===== src/rtl/i2c_rx_byte.sv =====
// i2c_rx_byte: receive-side byte assembler for an I2C slave.
// Consumes SCL edge strobes and synchronized SCL/SDA levels, detects START/STOP,
// shifts bits in MSB-first, presents each completed byte and flags the ACK bit window.
// Optional feature: define I2C_ADDR_MATCH_EN to treat the first byte after each START
// as an address byte compared against SLAVE_ADDR (only meaningful with BITS == 8).
module i2c_rx_byte #(
  parameter int         BITS       = 8,
  parameter logic [6:0] SLAVE_ADDR = 7'h1E
) (
  input  logic            clk,
  input  logic            n_rst,
  input  logic            scl_in,
  input  logic            sda_in,
  input  logic            rising_edge_found,
  input  logic            falling_edge_found,
  output logic            start_found,
  output logic            stop_found,
  output logic [BITS-1:0] rx_data,
  output logic            byte_received,
  output logic            ack_window,
  output logic            busy,
  output logic            addr_match,
  output logic            rw_bit
);

  localparam int CW = $clog2(BITS + 1);

  typedef enum logic [1:0] {
    IDLE,
    RX_BITS,
    WAIT_ACK,
    ACK_BIT
  } state_t;

  state_t          state;
  logic [CW-1:0]   bit_cnt;
  logic [BITS-1:0] shift_reg;
  logic [BITS-1:0] shift_next;
  logic            sda_prev;
  logic            start_det;
  logic            stop_det;
  logic            last_bit;
  logic            ack_seen;

`ifdef I2C_ADDR_MATCH_EN
  logic            first_byte;
`else
  logic            unused_cfg;
  assign unused_cfg = ^SLAVE_ADDR;
  assign addr_match = 1'b0;
  assign rw_bit     = 1'b0;
`endif

  // Bus condition decode and next shift value from the current SDA sample
  always_comb begin
    start_det  = scl_in & sda_prev & ~sda_in;
    stop_det   = scl_in & ~sda_prev & sda_in;
    shift_next = {shift_reg[BITS-2:0], sda_in};
    last_bit   = (bit_cnt == CW'(BITS - 1));
  end

  // Previous SDA sample, idles high so a bus already at rest never looks like a START
  always_ff @(posedge clk or negedge n_rst) begin
    if (!n_rst) sda_prev <= 1'b1;
    else        sda_prev <= sda_in;
  end

  // Byte FSM: START/STOP take priority over any SCL edge seen in the same cycle
  always_ff @(posedge clk or negedge n_rst) begin
    if (!n_rst) begin
      state         <= IDLE;
      bit_cnt       <= '0;
      shift_reg     <= '0;
      rx_data       <= '0;
      start_found   <= 1'b0;
      stop_found    <= 1'b0;
      byte_received <= 1'b0;
      ack_window    <= 1'b0;
      busy          <= 1'b0;
      ack_seen      <= 1'b0;
`ifdef I2C_ADDR_MATCH_EN
      first_byte    <= 1'b0;
      addr_match    <= 1'b0;
      rw_bit        <= 1'b0;
`endif
    end else begin
      start_found   <= start_det;
      stop_found    <= stop_det;
      byte_received <= 1'b0;
`ifdef I2C_ADDR_MATCH_EN
      addr_match    <= 1'b0;
`endif
      if (start_det) begin
        state      <= RX_BITS;
        bit_cnt    <= '0;
        shift_reg  <= '0;
        ack_window <= 1'b0;
        ack_seen   <= 1'b0;
        busy       <= 1'b1;
`ifdef I2C_ADDR_MATCH_EN
        first_byte <= 1'b1;
`endif
      end else if (stop_det && state != IDLE) begin
        state      <= IDLE;
        bit_cnt    <= '0;
        shift_reg  <= '0;
        ack_window <= 1'b0;
        ack_seen   <= 1'b0;
        busy       <= 1'b0;
      end else begin
        case (state)
          RX_BITS: begin
            if (rising_edge_found) begin
              shift_reg <= shift_next;
              bit_cnt   <= bit_cnt + 1'b1;
              if (last_bit) begin
`ifdef I2C_ADDR_MATCH_EN
                if (first_byte) begin
                  first_byte <= 1'b0;
                  if (shift_next[BITS-1:BITS-7] == SLAVE_ADDR) begin
                    addr_match <= 1'b1;
                    rw_bit     <= shift_next[0];
                    state      <= WAIT_ACK;
                  end else begin
                    state   <= IDLE;
                    busy    <= 1'b0;
                    bit_cnt <= '0;
                  end
                end else begin
                  rx_data       <= shift_next;
                  byte_received <= 1'b1;
                  state         <= WAIT_ACK;
                end
`else
                rx_data       <= shift_next;
                byte_received <= 1'b1;
                state         <= WAIT_ACK;
`endif
              end
            end
          end
          WAIT_ACK: begin
            if (falling_edge_found) begin
              ack_window <= 1'b1;
              ack_seen   <= 1'b0;
              state      <= ACK_BIT;
            end
          end
          ACK_BIT: begin
            if (rising_edge_found) begin
              ack_seen <= 1'b1;
            end else if (falling_edge_found && ack_seen) begin
              ack_window <= 1'b0;
              ack_seen   <= 1'b0;
              bit_cnt    <= '0;
              shift_reg  <= '0;
              state      <= RX_BITS;
            end
          end
          default: begin
          end
        endcase
      end
    end
  end

endmodule

===== config.mk =====
export PLATFORM = sky130hd
export DESIGN_NAME = i2c_rx_byte
export DESIGN_NICKNAME = d
export VERILOG_FILES = /design/src/rtl/i2c_rx_byte.sv
export SDC_FILE = /design/constraint.sdc
export NUM_CORES = 1
export LEC_CHECK = 0
export BUFFER_PORTS_ARGS = -buffer_cell sky130_fd_sc_hd__buf_2
export CAP_MARGIN = 20
export CORE_MARGIN = 8
export CORE_UTILIZATION = 59
export CTS_CLUSTER_DIAMETER = 60
export CTS_CLUSTER_SIZE = 8
export DETAILED_ROUTE_END_ITERATION = 8
export MAX_ROUTING_LAYER = met4
export PLACE_DENSITY = 0.83
export SYNTH_ARGS = -nofsm -noshare
export SYNTH_HDL_FRONTEND = slang
export SYNTH_SLANG_ARGS = --single-unit

===== constraint.sdc =====
create_clock -name clk -period 3 [get_ports clk]
set_input_delay 0.3 -clock clk [delete_from_list [all_inputs] [get_ports clk]]
set_output_delay 0.3 -clock clk [all_outputs]
set_load 0.05 [all_outputs]

-- After elaboration in Yosys (flattened, before gate mapping)
Index checks and enable logic that the tools add are counted.
- register bits: 28
- word-level logic and storage cells: 80
- muxes and demuxes: 38
- reductions and logical operators: 12
- bitwise operators: 8
- $add $sub $neg: 1
- equality and inequality tests: 10
- operator list (kind ; number):
    7-bit two-way mux ; 5
    4-bit two-way mux ; 5
    4-bit inequality test, second input constant ; 5
    1-bit two-way mux ; 16
    2-bit two-way mux ; 7
    7-bit one-hot mux with 2 select lines ; 1
    4-bit one-hot mux with 2 select lines ; 1
    4-bit AND reduction ; 2
    4-bit nonzero test ; 2
    2-bit one-hot mux with 3 select lines ; 1
    6-bit AND reduction ; 1
    5-bit inequality test, second input constant ; 1
    5-bit AND reduction ; 1
    5-bit nonzero test ; 1
    4-bit by 1-bit adder with 4-bit output, second input constant ; 1
    1-bit AND ; 4
    2-bit equality test, second input constant ; 2
    4-bit by 3-bit equality test with 1-bit output, second input constant ; 1
    1-bit inverter ; 4
    1-bit one-hot mux with 2 select lines ; 2
    2-bit nonzero test ; 2
    3-bit AND reduction ; 1
    2-bit by 1-bit equality test with 1-bit output, second input constant ; 1
    1-bit logical AND ; 2

-- Longest topological paths before layout
- depth in word-level cells: 6
- gate-level depth with buffers: 6
- gate-level depth less buffers: 5

-- Worst setup path before layout
OpenSTA, ideal clock, no wires.
- path kind: flip-flop to flip-flop
- from: reg sda_prev
- to: reg rx_data[0]
- arrival time: 1.412 ns
- clock period less this slack: 1.537 ns
- required time: 2.875 ns
- buffers on the path: 0
- stages on the path, launching flop included: 5
- slack: 1.463 ns
- path through: dfstp_2 -> nand3b_4 -> nand2_1 -> nor2_4 -> mux2_2
- longest elaborated chain between the ends: 6
- elaborated cells on any way between the ends: 9
- ends and longest elaborated chain (item ; line ; text):
    from (decl) ; 39 ; logic sda_prev;
    from (signal assigned) ; 65 ; else sda_prev <= sda_in;
    1-bit inverter ; 57 ; stop_det = scl_in & ~sda_prev & sda_in;
    1-bit AND (2 in series) ; 57 ;
    1-bit logical AND ; 103 ; end else if (stop_det && state != IDLE) begin
    1-bit inverter (no source line) ; - ;
    5-bit AND reduction (no source line) * ; - ;
    to (signal assigned) ; 135 ; rx_data <= shift_next;
    to (decl) ; 18 ; output logic [BITS-1:0] rx_data,
Mark *: on every way between the ends. The rest lies on a longest branch, timed or not.
A chain may end at the register's enable or synchronous reset.

-- Worst setup path after layout
- from: reg sda_prev
- to: reg shift_reg[3]
- longest elaborated chain between the ends: 6
- elaborated cells on any way between the ends: 13
- ends and longest elaborated chain (item ; line ; text):
    1-bit inverter ; 57 ;
    1-bit AND (2 in series) ; 57 ;
    1-bit logical AND ; 103 ;
    4-bit inequality test (no source line), or another cell as far along ; - ;
    4-bit AND reduction (no source line) or 7-bit two-way mux (tied branches) ; - ;
    to (signal assigned) ; 114 ; shift_reg <= shift_next;
    to (decl) ; 37 ; logic [BITS-1:0] shift_reg;
Several ways; a longest one is shown, not always the timed one.

==> run summary <==
The mean instance size in the synthesized netlist came out at 11.6 um^2. The die covers 4060 um^2. The gate count of the mapped netlist came out at 116. The pin count of the biggest net entering global routing is 29.

The final number of max-transition violations is 0. The endpoint identified for the worst register-to-register timing path is shift_reg[3]$_DFFE_PN0P_. The remaining max-slew budget at the tightest pin came out at a little under half.

The clock period could shrink to 2.09 ns. The area share of fa/ha/maj cells after synthesis is 0.932%. The initial antenna violation count came out at 0. For this run, the slowest stage of the critical path takes approximately 0.66 ns. The met1 layer wirelength in the final routing came out at 1120 um. Among all cell types in the netlist, the one instantiated most often is dfrtp_1. The net load switching power is 0.000416 W. The path class of the tightest hold or removal check is in -> reg. The width of the die came out at 63.7 um. Setup repair after global routing left no endpoint under its margin. The area share of the leading cell type in the synthesized netlist came out at roughly half.

In this run the cell area of the synthesized design comes to roughly 1300 um^2. The share of layout cells above drive strength 1 is 30.1%. The share of total power in the clock network came out at 21.2%. The placed wire-length estimate after detailed placement is 1750 um.

Setup violations remaining at the end of the flow were counted as 0. The pre-antenna-repair detailed-routing pass consisted of 4 iterations. The setup slack of the most critical reg-to-reg path came out at 0.91 ns. The total area of multi-input combinational cells is 568 um^2. The number of different library cells used by synthesis comes to 38. The run finished with clean final reports. The worst setup slack after placement came out at 0.911 ns.

The areal power density over the cells is roughly 770 nW/um^2. The number of register bits inferred by synthesis came out at 28. The via count of the first global-routing pass was roughly 920. The antenna diode count came out at 0. The final net count came out at between 100 and 150. The net switching fraction of the power came out at 35.9%. The met2 wire length is 1220 um. The first global-routing pass estimated 4200 um of wire. The leakage power total came out at 0.783 nW. The first routing iteration left 27 violations.

Data on the critical path is required at its endpoint by 3.26 ns. The total area inside the core boundary comes to 2190 um^2. For this run, the top clock speed supported by timing is 478 MHz. The wire length after detailed routing came out at 2470 um.

The number of vias per cell after detailed routing came out at 5.54. The clock buffer count from CTS came out at 3. In the synthesized netlist the dominant register cell turns out to be dfrtp_1.

The cell family contributing the most delay on the critical path is compound AO/OA/AOI/OAI gates. The total via count after detailed routing came out at 908. The smallest setup slack after layout came out at 0.907 ns. The peak fanout along the critical path is 8. The flip-flop count of the largest register after layout is 8.

Summing the areas of all and, or, nand and nor instances in the mapped netlist gives 17.4% of the synthesized area. The beginning of the worst hold path is sda_in. The largest total area in the synthesized netlist belongs to dfrtp_1. The starting density of the core is 61.3%. Traced cell by cell, the critical path runs through nand3b_4 -> a21oi_1 -> a21oi_1 -> buf_4 -> mux2i_1. The share of flip-flops with an asynchronous set or reset is 100%. The worst setup path is launched from a register. The global placer's final weighted congestion is 0.843.

The slowest stage of the critical path is the a21oi_1 cell. The internal power consumption came out at about 0.00074 W. The area fraction in compound gates after synthesis came out at a little over a tenth. For the final routed database, the setup TNS stands at 0 ns.

The slew of the pin with the lowest slew margin is 0.801 ns. The clock net sink count is 28. From synthesis to final layout, the design area changed by 12.1%. STA classifies the critical path endpoint as a register.

By instance count, the cell type seen most on the critical path is a21oi_1. The final worst clock skew came out at 0.00570 ns. The met3 layer wire length in the routed design is 65 um. The synthesis warning total is 0.

The critical path data arrival time came out at around 2.4 ns. Input and output buffers added on the ports amount to 18. The routed wire length per instance came out at 15.0 um. The total DRC errors in the routed layout came out at 0.

After synthesis, the largest family of logic cells by area is simple AND/OR/NAND/NOR gates. The depth of the CTS H-tree came out at 1. In this run, synthesis inferred 0 flip-flops with an integrated enable. Ranked by total cell area, the synthesized netlist is headed by dfrtp_1, mux2_2, mux2i_1. The residual overflow from global routing came out at 0. TritonCTS built the clock tree.

The critical path is of the reg -> reg type. Routed signal wires occupy layers up through met4. The total of max-cap violations is 0.

The floorplan has 17 rows. The register clock-pin slew on the reported worst setup and hold paths came out at 0.15 ns. Sequential cells burn around 47% of the power.

The sequential standard cell area came out at 702 um^2. The worst vdd rail ir drop is 0.528 mV. The count of boundary I/O pins is 21. The combinational power share is 31.9%. The number of fillers in the final layout came out at between 150 and 200. The worst register-to-register path begins at sda_prev$_DFF_PN1_. The overall fraction of global-route tracks in use is 13.2%. The count of final hold-check violations came to 0. The ratio of final minimum period to clock period came out at 69.8%. The worst hold path terminates at sda_prev$_DFF_PN1_. The count of buffering cells on the critical path with inverters included came out at 1. The commonest cells after synthesis are dfrtp_1, nand2_1, mux2_2. Measured in cells, the most critical reg-to-reg path has a length of 5.

From bottom edge to top edge, the die measures 63.7 um. The post-CTS setup buffer count came out at 0. The clock tree buffer depth came out at 2. CTS placed an instance of clkbuf_4 at the clock tree root. The fraction of synthesized area in multiplexers is about an eighth. The sequential-to-total area share from yosys stat is 52.3%.

The share of the synthesized netlist area taken by xor and xnor gates is 0%. The number of cells traversed by the worst hold path came out at 1. The insertion delay to the later sink of the worst-skew pair is 0.33 ns. The residual antenna-violating net count after detailed routing is 0.
-- per-stage QoR --
stage	power [W]	util (%)	std cells	cell area [um^2]	hold WS, ns
5_1_grt	0.00123	68.7	164	1510	0.104
2_1_floorplan	0.000841	-	117	1350	0.00441
3_5_place_dp	0.000922	65.8	159	1440	0.347
3_3_place_gp	0.000904	65.8	159	1440	0.343
4_1_cts	0.00117	68.7	164	1510	0.107
6_report	0.00116	68.7	164	1510	0.116
-- per-layer routing --
| metal | GRT usage, % | up-vias |
|---|---|---|
| li1 | - | 441 |
| met1 | 15.1 | 440 |
| met2 | 21.4 | 22 |
| met3 | 2.30 | 5 |
| met4 | 7.52 | 0 |
| met5 | - | - |
-- repair_timing --
action,CTS,global route
endpoints found under the hold margin,27,0
hold buffers,1,0
gates resized for setup,0,0
-- power groups by stage --
| stage | combinational, W | clock [W] | sequential (W) |
|---|---|---|---|
| 4_1_cts | 0.000374 | 0.000252 | 0.000543 |
| 3_5_place_dp | 0.000372 | 0 | 0.000550 |
| 5_1_grt | 0.000410 | 0.000261 | 0.000558 |
| 2_1_floorplan | 0.000273 | 0 | 0.000567 |
| 6_report | 0.000370 | 0.000245 | 0.000545 |
| 3_3_place_gp | 0.000359 | 0 | 0.000545 |
-- area by class of cell --
class,count,share of cell area [%]
clock buffer,3,1.50
clock inverter,1,2.00
inverter,10,2.66
multi-input combinational,74,37.7
sequential,28,46.6
tap,28,2.33
timing repair buffer,20,7.15
-- how the worst max path moves through the flow --
stage | startpoint | to | slack, ns | cells after the start
2_1_floorplan | sda_prev$_DFF_PN1_ | rx_data[0]$_DFFE_PN0P_ | 1.46 | 4
3_3_place_gp | sda_prev$_DFF_PN1_ | shift_reg[0]$_DFFE_PN0P_ | 1.01 | 4
3_5_place_dp | sda_prev$_DFF_PN1_ | shift_reg[2]$_DFFE_PN0P_ | 0.91 | 5
4_1_cts | sda_prev$_DFF_PN1_ | shift_reg[3]$_DFFE_PN0P_ | 0.88 | 5
5_1_grt | sda_prev$_DFF_PN1_ | shift_reg[2]$_DFFE_PN0P_ | 0.77 | 5
6_report | sda_prev$_DFF_PN1_ | shift_reg[3]$_DFFE_PN0P_ | 0.91 | 5
-- logic make-up (layout without fill, tap and decap cells) --
group                      count (synthesis)  count (layout)
and+or+nand+nor                           36              36
DFF                                       28              28
AOI/OAI and AO/OA                         19              19
muxes                                     16              16
buffers and inverters                     15              34
adders and majority gates                  1               1
other                                      1               2
-- layout by cell type, fill, tap and decap left out, types with 2 or more instances in the layout --
master | Yosys | layout
a21oi_1 | 5 | 5
buf_2 | 2 | 18
clkbuf_4 | 0 | 3
conb_1 | 1 | 2
dfrtp_1 | 27 | 27
inv_1 | 8 | 8
mux2_2 | 9 | 9
mux2i_1 | 7 | 7
nand2_1 | 10 | 10
nand3_1 | 2 | 2
nand3b_4 | 2 | 2
nand4_1 | 2 | 2
nand4b_1 | 4 | 4
nor2_1 | 5 | 5
nor2b_1 | 3 | 3
nor3b_1 | 2 | 2
o21ai_0 | 4 | 4
No activity file was read; power rests on OpenSTA's default activity.
